**src/rtl/exc_ctrl_if.sv**
```systemverilog
// M-stage side bus of the exception/interrupt controller.
// master = pipeline/M stage, slave = exc_ctrl.
interface exc_ctrl_if;
  logic [31:0] pc_M;
  logic        bd_M;
  logic [4:0]  exccode_M;
  logic        eret_M;
  logic        mtc0_we_M;
  logic [4:0]  cp0_addr_M;
  logic [31:0] cp0_wdata_M;
  logic [5:0]  hwint;
  logic        req;
  logic [31:0] epc_out;
  logic [31:0] cp0_rdata;
  logic        exl;

  modport master (
    output pc_M, bd_M, exccode_M, eret_M,
    output mtc0_we_M, cp0_addr_M, cp0_wdata_M,
    output hwint,
    input  req, epc_out, cp0_rdata, exl
  );

  modport slave (
    input  pc_M, bd_M, exccode_M, eret_M,
    input  mtc0_we_M, cp0_addr_M, cp0_wdata_M,
    input  hwint,
    output req, epc_out, cp0_rdata, exl
  );
endinterface

```
**src/rtl/exc_ctrl.sv**
```systemverilog
// Exception/interrupt controller with CP0 SR/Cause/EPC/PRId.
// Ports: clk, reset (sync, active-high), bus (exc_ctrl_if.slave).
// Option macro EXC_CTRL_IRQ_SYNC_EN: 2-flop hwint synchroniser.
module exc_ctrl #(
  parameter logic [31:0] PRID = 32'h2022_0707
) (
  input  logic       clk,
  input  logic       reset,
  exc_ctrl_if.slave  bus
);

  logic [5:0]  im_q, im_d;
  logic        exl_q, exl_d;
  logic        ie_q, ie_d;
  logic        bd_q, bd_d;
  logic [5:0]  ip_q, ip_d;
  logic [4:0]  code_q, code_d;
  logic [31:0] epc_q, epc_d;
  logic [5:0]  ip_in;
  logic        irq, exc, req;
  logic        wr_sr, wr_epc;
  logic [31:0] sr_val, cause_val;

`ifdef EXC_CTRL_IRQ_SYNC_EN
  logic [5:0] sync1_q, sync2_q;

  always_ff @(posedge clk) begin
    if (reset) begin
      sync1_q <= '0;
      sync2_q <= '0;
    end else begin
      sync1_q <= bus.hwint;
      sync2_q <= sync1_q;
    end
  end

  assign ip_in = sync2_q;
`else
  assign ip_in = bus.hwint;
`endif

  assign irq = ie_q & ~exl_q & (|(ip_in & im_q));
  assign exc = ~exl_q & (bus.exccode_M != 5'd0);
  assign req = irq | exc;

  // Aborted instructions must not commit their mtc0.
  assign wr_sr  = bus.mtc0_we_M & ~req
                & (bus.cp0_addr_M == 5'd12);
  assign wr_epc = bus.mtc0_we_M & ~req
                & (bus.cp0_addr_M == 5'd14);

  always_comb begin
    im_d   = im_q;
    exl_d  = exl_q;
    ie_d   = ie_q;
    bd_d   = bd_q;
    ip_d   = ip_in;
    code_d = code_q;
    epc_d  = epc_q;
    if (req) begin
      exl_d  = 1'b1;
      bd_d   = bus.bd_M;
      epc_d  = bus.bd_M ? bus.pc_M - 32'd4
                        : bus.pc_M;
      code_d = irq ? 5'd0 : bus.exccode_M;
    end else begin
      if (wr_sr) begin
        im_d  = bus.cp0_wdata_M[15:10];
        exl_d = bus.cp0_wdata_M[1];
        ie_d  = bus.cp0_wdata_M[0];
      end
      if (wr_epc) begin
        epc_d = bus.cp0_wdata_M;
      end
      // eret wins over a same-cycle SR write of EXL.
      if (bus.eret_M) begin
        exl_d = 1'b0;
      end
    end
  end

  always_ff @(posedge clk) begin
    if (reset) begin
      im_q   <= '0;
      exl_q  <= 1'b0;
      ie_q   <= 1'b0;
      bd_q   <= 1'b0;
      ip_q   <= '0;
      code_q <= '0;
      epc_q  <= '0;
    end else begin
      im_q   <= im_d;
      exl_q  <= exl_d;
      ie_q   <= ie_d;
      bd_q   <= bd_d;
      ip_q   <= ip_d;
      code_q <= code_d;
      epc_q  <= epc_d;
    end
  end

  assign sr_val = {16'h0, im_q, 8'h0,
                   exl_q, ie_q};
  assign cause_val = {bd_q, 15'h0, ip_q,
                      3'h0, code_q, 2'h0};

  always_comb begin
    bus.cp0_rdata = 32'h0;
    case (bus.cp0_addr_M)
      5'd12:   bus.cp0_rdata = sr_val;
      5'd13:   bus.cp0_rdata = cause_val;
      5'd14:   bus.cp0_rdata = epc_q;
      5'd15:   bus.cp0_rdata = PRID;
      default: bus.cp0_rdata = 32'h0;
    endcase
  end

  assign bus.epc_out =
    (bus.mtc0_we_M && bus.cp0_addr_M == 5'd14)
      ? bus.cp0_wdata_M : epc_q;
  assign bus.req = req;
  assign bus.exl = exl_q;

endmodule

```
**src/flat_wrapper.sv**
```systemverilog
// flat-port wrapper written by rule: the top's interface ports become plain ports
module exc_ctrl_flat 
#(
  parameter logic [31:0] PRID = 32'h2022_0707
)
  (clk, reset, bus_pc_M, bus_bd_M, bus_exccode_M, bus_eret_M, bus_mtc0_we_M, bus_cp0_addr_M, bus_cp0_wdata_M, bus_hwint, bus_req, bus_epc_out, bus_cp0_rdata, bus_exl);
  exc_ctrl_if bus_i ();
  input  logic clk;
  input  logic reset;
  input wire logic [$bits(bus_i.pc_M)-1:0] bus_pc_M;
  input wire logic [$bits(bus_i.bd_M)-1:0] bus_bd_M;
  input wire logic [$bits(bus_i.exccode_M)-1:0] bus_exccode_M;
  input wire logic [$bits(bus_i.eret_M)-1:0] bus_eret_M;
  input wire logic [$bits(bus_i.mtc0_we_M)-1:0] bus_mtc0_we_M;
  input wire logic [$bits(bus_i.cp0_addr_M)-1:0] bus_cp0_addr_M;
  input wire logic [$bits(bus_i.cp0_wdata_M)-1:0] bus_cp0_wdata_M;
  input wire logic [$bits(bus_i.hwint)-1:0] bus_hwint;
  output wire logic [$bits(bus_i.req)-1:0] bus_req;
  output wire logic [$bits(bus_i.epc_out)-1:0] bus_epc_out;
  output wire logic [$bits(bus_i.cp0_rdata)-1:0] bus_cp0_rdata;
  output wire logic [$bits(bus_i.exl)-1:0] bus_exl;
  assign bus_i.pc_M = bus_pc_M;
  assign bus_i.bd_M = bus_bd_M;
  assign bus_i.exccode_M = bus_exccode_M;
  assign bus_i.eret_M = bus_eret_M;
  assign bus_i.mtc0_we_M = bus_mtc0_we_M;
  assign bus_i.cp0_addr_M = bus_cp0_addr_M;
  assign bus_i.cp0_wdata_M = bus_cp0_wdata_M;
  assign bus_i.hwint = bus_hwint;
  assign bus_req = bus_i.req;
  assign bus_epc_out = bus_i.epc_out;
  assign bus_cp0_rdata = bus_i.cp0_rdata;
  assign bus_exl = bus_i.exl;
  exc_ctrl #(.PRID(PRID)) u_core (.clk(clk), .reset(reset), .bus(bus_i));
endmodule
```
**config.mk**
```make
export PLATFORM = sky130hd
export DESIGN_NAME = exc_ctrl_flat
export DESIGN_NICKNAME = d
export VERILOG_FILES = /design/src/rtl/exc_ctrl_if.sv /design/src/rtl/exc_ctrl.sv /design/src/flat_wrapper.sv
export SDC_FILE = /design/constraint.sdc
export NUM_CORES = 1
export LEC_CHECK = 0
export BUFFER_PORTS_ARGS = -buffer_cell sky130_fd_sc_hd__clkbuf_2
export CORE_ASPECT_RATIO = 1.5
export CORE_MARGIN = 1
export CORE_UTILIZATION = 49
export CTS_CLUSTER_SIZE = 25
export DETAILED_ROUTE_END_ITERATION = 12
export PLACE_DENSITY = 0.81
export SYNTH_ARGS = -nofsm -noshare
export SYNTH_HDL_FRONTEND = slang
export SYNTH_SLANG_ARGS = --single-unit
```
**constraint.sdc**
```tcl
create_clock -name clk -period 2.6 [get_ports clk]
set_input_delay 0.39 -clock clk [delete_from_list [all_inputs] [get_ports clk]]
set_output_delay 0.39 -clock clk [all_outputs]
set_load 0.01 [all_outputs]
```
==> key figures <==
Run status
  • Run status: complete, no violations

Layout
  • Filler cell count: 624
  • Ratio of cells with drive above 1 in the final layout: 37.4%
  • Nets: 687
  • Non-filler cells, final: 701
  • Synthesis-to-layout area growth: 26.9%
  • # diodes: 0
  • Finished Core Util: 64.5%

Routing
  • Total Wirelength: 12100 µm
  • Routed vias: 4289
  • Initial drt markers: 217
  • DR vias/cell: 6.12
  • DR WL met2: 6270 µm
  • First drt pass iteration count: 4
  • Residual DRC: 0
  • Metal3 WL: 807 µm
  • Wl on met1: 4480 µm
  • Final ANT Viol Nets: 0
  • Avg WL per Cell: 17.2 µm
  • Top layer reached by signal wires: met4

STA
  • Endpoints failing setup: 0
  • FMAX: 433 MHz
  • Hold_ws: 0.307 ns
  • Tcrit/Tclk final: 88.8%
  • Max Slew Vio Count: 0
  • Final setup TNS: 0 ns
  • Worst-Margin Slew: 0.629 ns
  • Slew HR: 57.7%
  • Worst Skew: 0.0168 ns
  • Hold Vio Cnt, Final: 0
  • RSZ-0062 raised after global routing: false
  • Post-layout minimum cycle time: 2.31 ns

Power and ir drop
  • P per Cell Area: 397 nW/µm²
  • P_leak: 2.16 nW
  • VDD IR max: 231 µV

Setup path
  • Critical path's slowest cell: o311a_1
  • RR Startpoint: u_core.im_q[3]
  • Critical path, cell by cell: a22o_1, o311a_1, nor2_1, inv_1, clkbuf_2
  • Critical Path Sink: bus_req
  • Crit. Startpoint: u_core.im_q[3]
  • Worst Path Max Fanout: 8
  • Flop2flop setup slack: 0.61 ns
  • Worst setup EP type: output pin
  • CP Class: reg2out
  • Critical path depth: 5
  • FF-to-FF End: u_core.epc_q[16]
  • Arrival @ worst endpoint: 1.92 ns
  • Slowest Stage Delay on Critical Path: 0.46 ns
  • Data required time of the worst path: 2.21 ns
  • WP buf/inv: 2
  • CP delay by family, top: compound AO/OA/AOI/OAI gates
  • Worst Reg-to-Reg Cells: 6
  • Critical Path Start Type: flip-flop

Die
  • Die W: 72.9 µm
  • Core area: 7270 µm²
  • Die Ht: 108 µm
  • Initial core utilization: 50.8%
  • Row Count: 38
  • IO Pins: 151
  • Die Area: 7910 µm²

Synthesis
  • Post-synth top cells: dfxtp_1, clkbuf_1, or2_2
  • Leading area contributor after synthesis: dfxtp_1
  • Number of synthesized flops with an enable pin: 0
  • Ys async rst share: 0%
  • Post-synthesis cell area: 3700 µm²
  • Synth Area per Inst: 8.02 µm²
  • Sequential area share after synthesis: 28.1%
  • Share of the synthesized area in the top cell type: 28.1%
  • Count of cell types in the netlist: 52
  • Most common cell in the netlist: dfxtp_1
  • Synth warn: 0
  • Top_reg_cell synth: dfxtp_1
  • Dominant cells by area after synthesis: dfxtp_1, a21boi_0, or2_2
  • Synth Register Bits: 52
  • Gate count of the mapped netlist: 461
  • Net Count, Synth: 547

Clocking
  • Clk buf depth: 2
  • CTS tree: done
  • Sink Count: 52
  • Post-CTS Setup Inserts: 0
  • Hold_buf cts: 0
  • Root Buffer: clkbuf_8
  • Clock latency on the worst-skew pair: 0.32 ns
  • H-tree depth: 2
  • Post_cts resized: 0
  • Clk slew on worst S/H paths: 0.08 ns
  • Cts bufs inserted: 5

Global route
  • First-pass GRT wire length: 19400 µm
  • Vias in the first global route: 4089
  • Initial antenna violation count: 0
  • Global Route Usage Sum: 31.6%
  • Largest net degree at the start of global routing: 44
  • Final global-route overflow total: 0

Placed design
  • Hpwl dp: 9300 µm
  • Port Buffers: 150
  • Final GP Congestion: 0.854
  • Cells after DPL: 694

Flow run
  • Maxcap violations: 0

Min path
  • Worst Hold Class: in2reg
## worst reg2reg max path: cells and delay by family (launching register included)
family                 cells  cell delay (ns)
flip-flops                 1             0.33
buffers and inverters      2             0.33
AO/OA/AOI/OAI              3             0.96
AND/OR/NAND/NOR            1             0.29
## sequential cells by signal, summed over array words and instances, names as in the netlist
signal / cells
u_core.ip_q: 6
u_core.bus.exl: 1
u_core.epc_q: 32
u_core.ie_q: 1
u_core.code_q: 5
u_core.im_q: 6
u_core.bd_q: 1
## logic make-up after synthesis
family | synth area share [%]
AO/OA/AOI/OAI | 27.7
XOR/XNOR | 1.42
adder cells (fa/ha/maj) | 0.338
buffers and inverters | 5.01
flip-flops | 28.1
multiplexers | 6.83
AND/OR/NAND/NOR | 30.6
## cell usage in the layout, fill, tap and decap left out, types with 5 or more instances in the layout
master / synthesis / layout
dfxtp_1: 52 / 52
clkbuf_2: 0 / 150
o211a_1: 10 / 10
and2_1: 15 / 15
o21ai_0: 13 / 13
nor2b_1: 12 / 11
mux2i_1: 14 / 14
inv_1: 7 / 7
a21boi_0: 20 / 20
a22oi_1: 5 / 5
nor3_1: 5 / 5
o21a_1: 7 / 7
o41ai_1: 17 / 17
a31oi_1: 14 / 14
mux2_2: 10 / 10
buf_4: 0 / 23
nor4_1: 14 / 14
nand3_1: 7 / 7
o31ai_1: 14 / 14
or4_1: 13 / 13
o211ai_1: 5 / 5
nor2_1: 22 / 22
and3_1: 20 / 20
a211oi_1: 7 / 7
nand2_1: 21 / 21
clkbuf_8: 0 / 5
a21oi_1: 15 / 14
or3b_2: 6 / 6
or3_1: 13 / 13
or2_2: 24 / 24
## metrics by stage
stage	setup WS [ns]	total power, mW	instance area (µm²)
6_report	0.290	1.87	4690
4_1_cts	0.269	1.86	4690
2_1_floorplan	0.412	1.19	3700
3_5_place_dp	0.0194	1.42	4610
5_1_grt	0.175	1.96	4690
3_3_place_gp	0.141	1.40	4610
## layout make-up
| class | count | area, µm² | share of cell area [%] |
|---|---|---|---|
| multi-input combinational | 361 | 2480 | 52.8 |
| timing repair buffer | 174 | 943 | 20.1 |
| clock inverter | 1 | 5.00 | 0.107 |
| tap | 100 | 125 | 2.67 |
| inverter | 7 | 26.3 | 0.560 |
| sequential | 52 | 1040 | 22.2 |
| clock buffer | 6 | 72.6 | 1.55 |
## per-layer routing
layer,vias to the layer above,GRT usage [%]
met5,-,0
met4,0,16.7
met2,209,56.5
li1,2030,-
met1,2013,34.8
met3,37,5.87
## report_power, final
| group | switching, mW | internal [mW] | total, mW |
|---|---|---|---|
| Combinational | 0.286 | 0.231 | 0.517 |
| Clock | 0.275 | 0.184 | 0.459 |
| Sequential | 0.0324 | 0.857 | 0.889 |
## how the worst min path moves through the flow
| stage | slack (ns) | from | end | cells after the start |
|---|---|---|---|---|
| 3_3_place_gp | 0.45 | u_core.im_q[0] | u_core.im_q[0] | 2 |
| 3_5_place_dp | 0.46 | u_core.im_q[2] | u_core.im_q[2] | 2 |
| 6_report | 0.31 | bus_hwint[3] | u_core.ip_q[3] | 2 |
| 5_1_grt | 0.31 | bus_hwint[5] | u_core.ip_q[5] | 2 |
| 4_1_cts | 0.30 | bus_hwint[3] | u_core.ip_q[3] | 2 |
| 2_1_floorplan | 0.44 | u_core.im_q[0] | u_core.im_q[0] | 2 |
(Power assumes the default switching activity.)
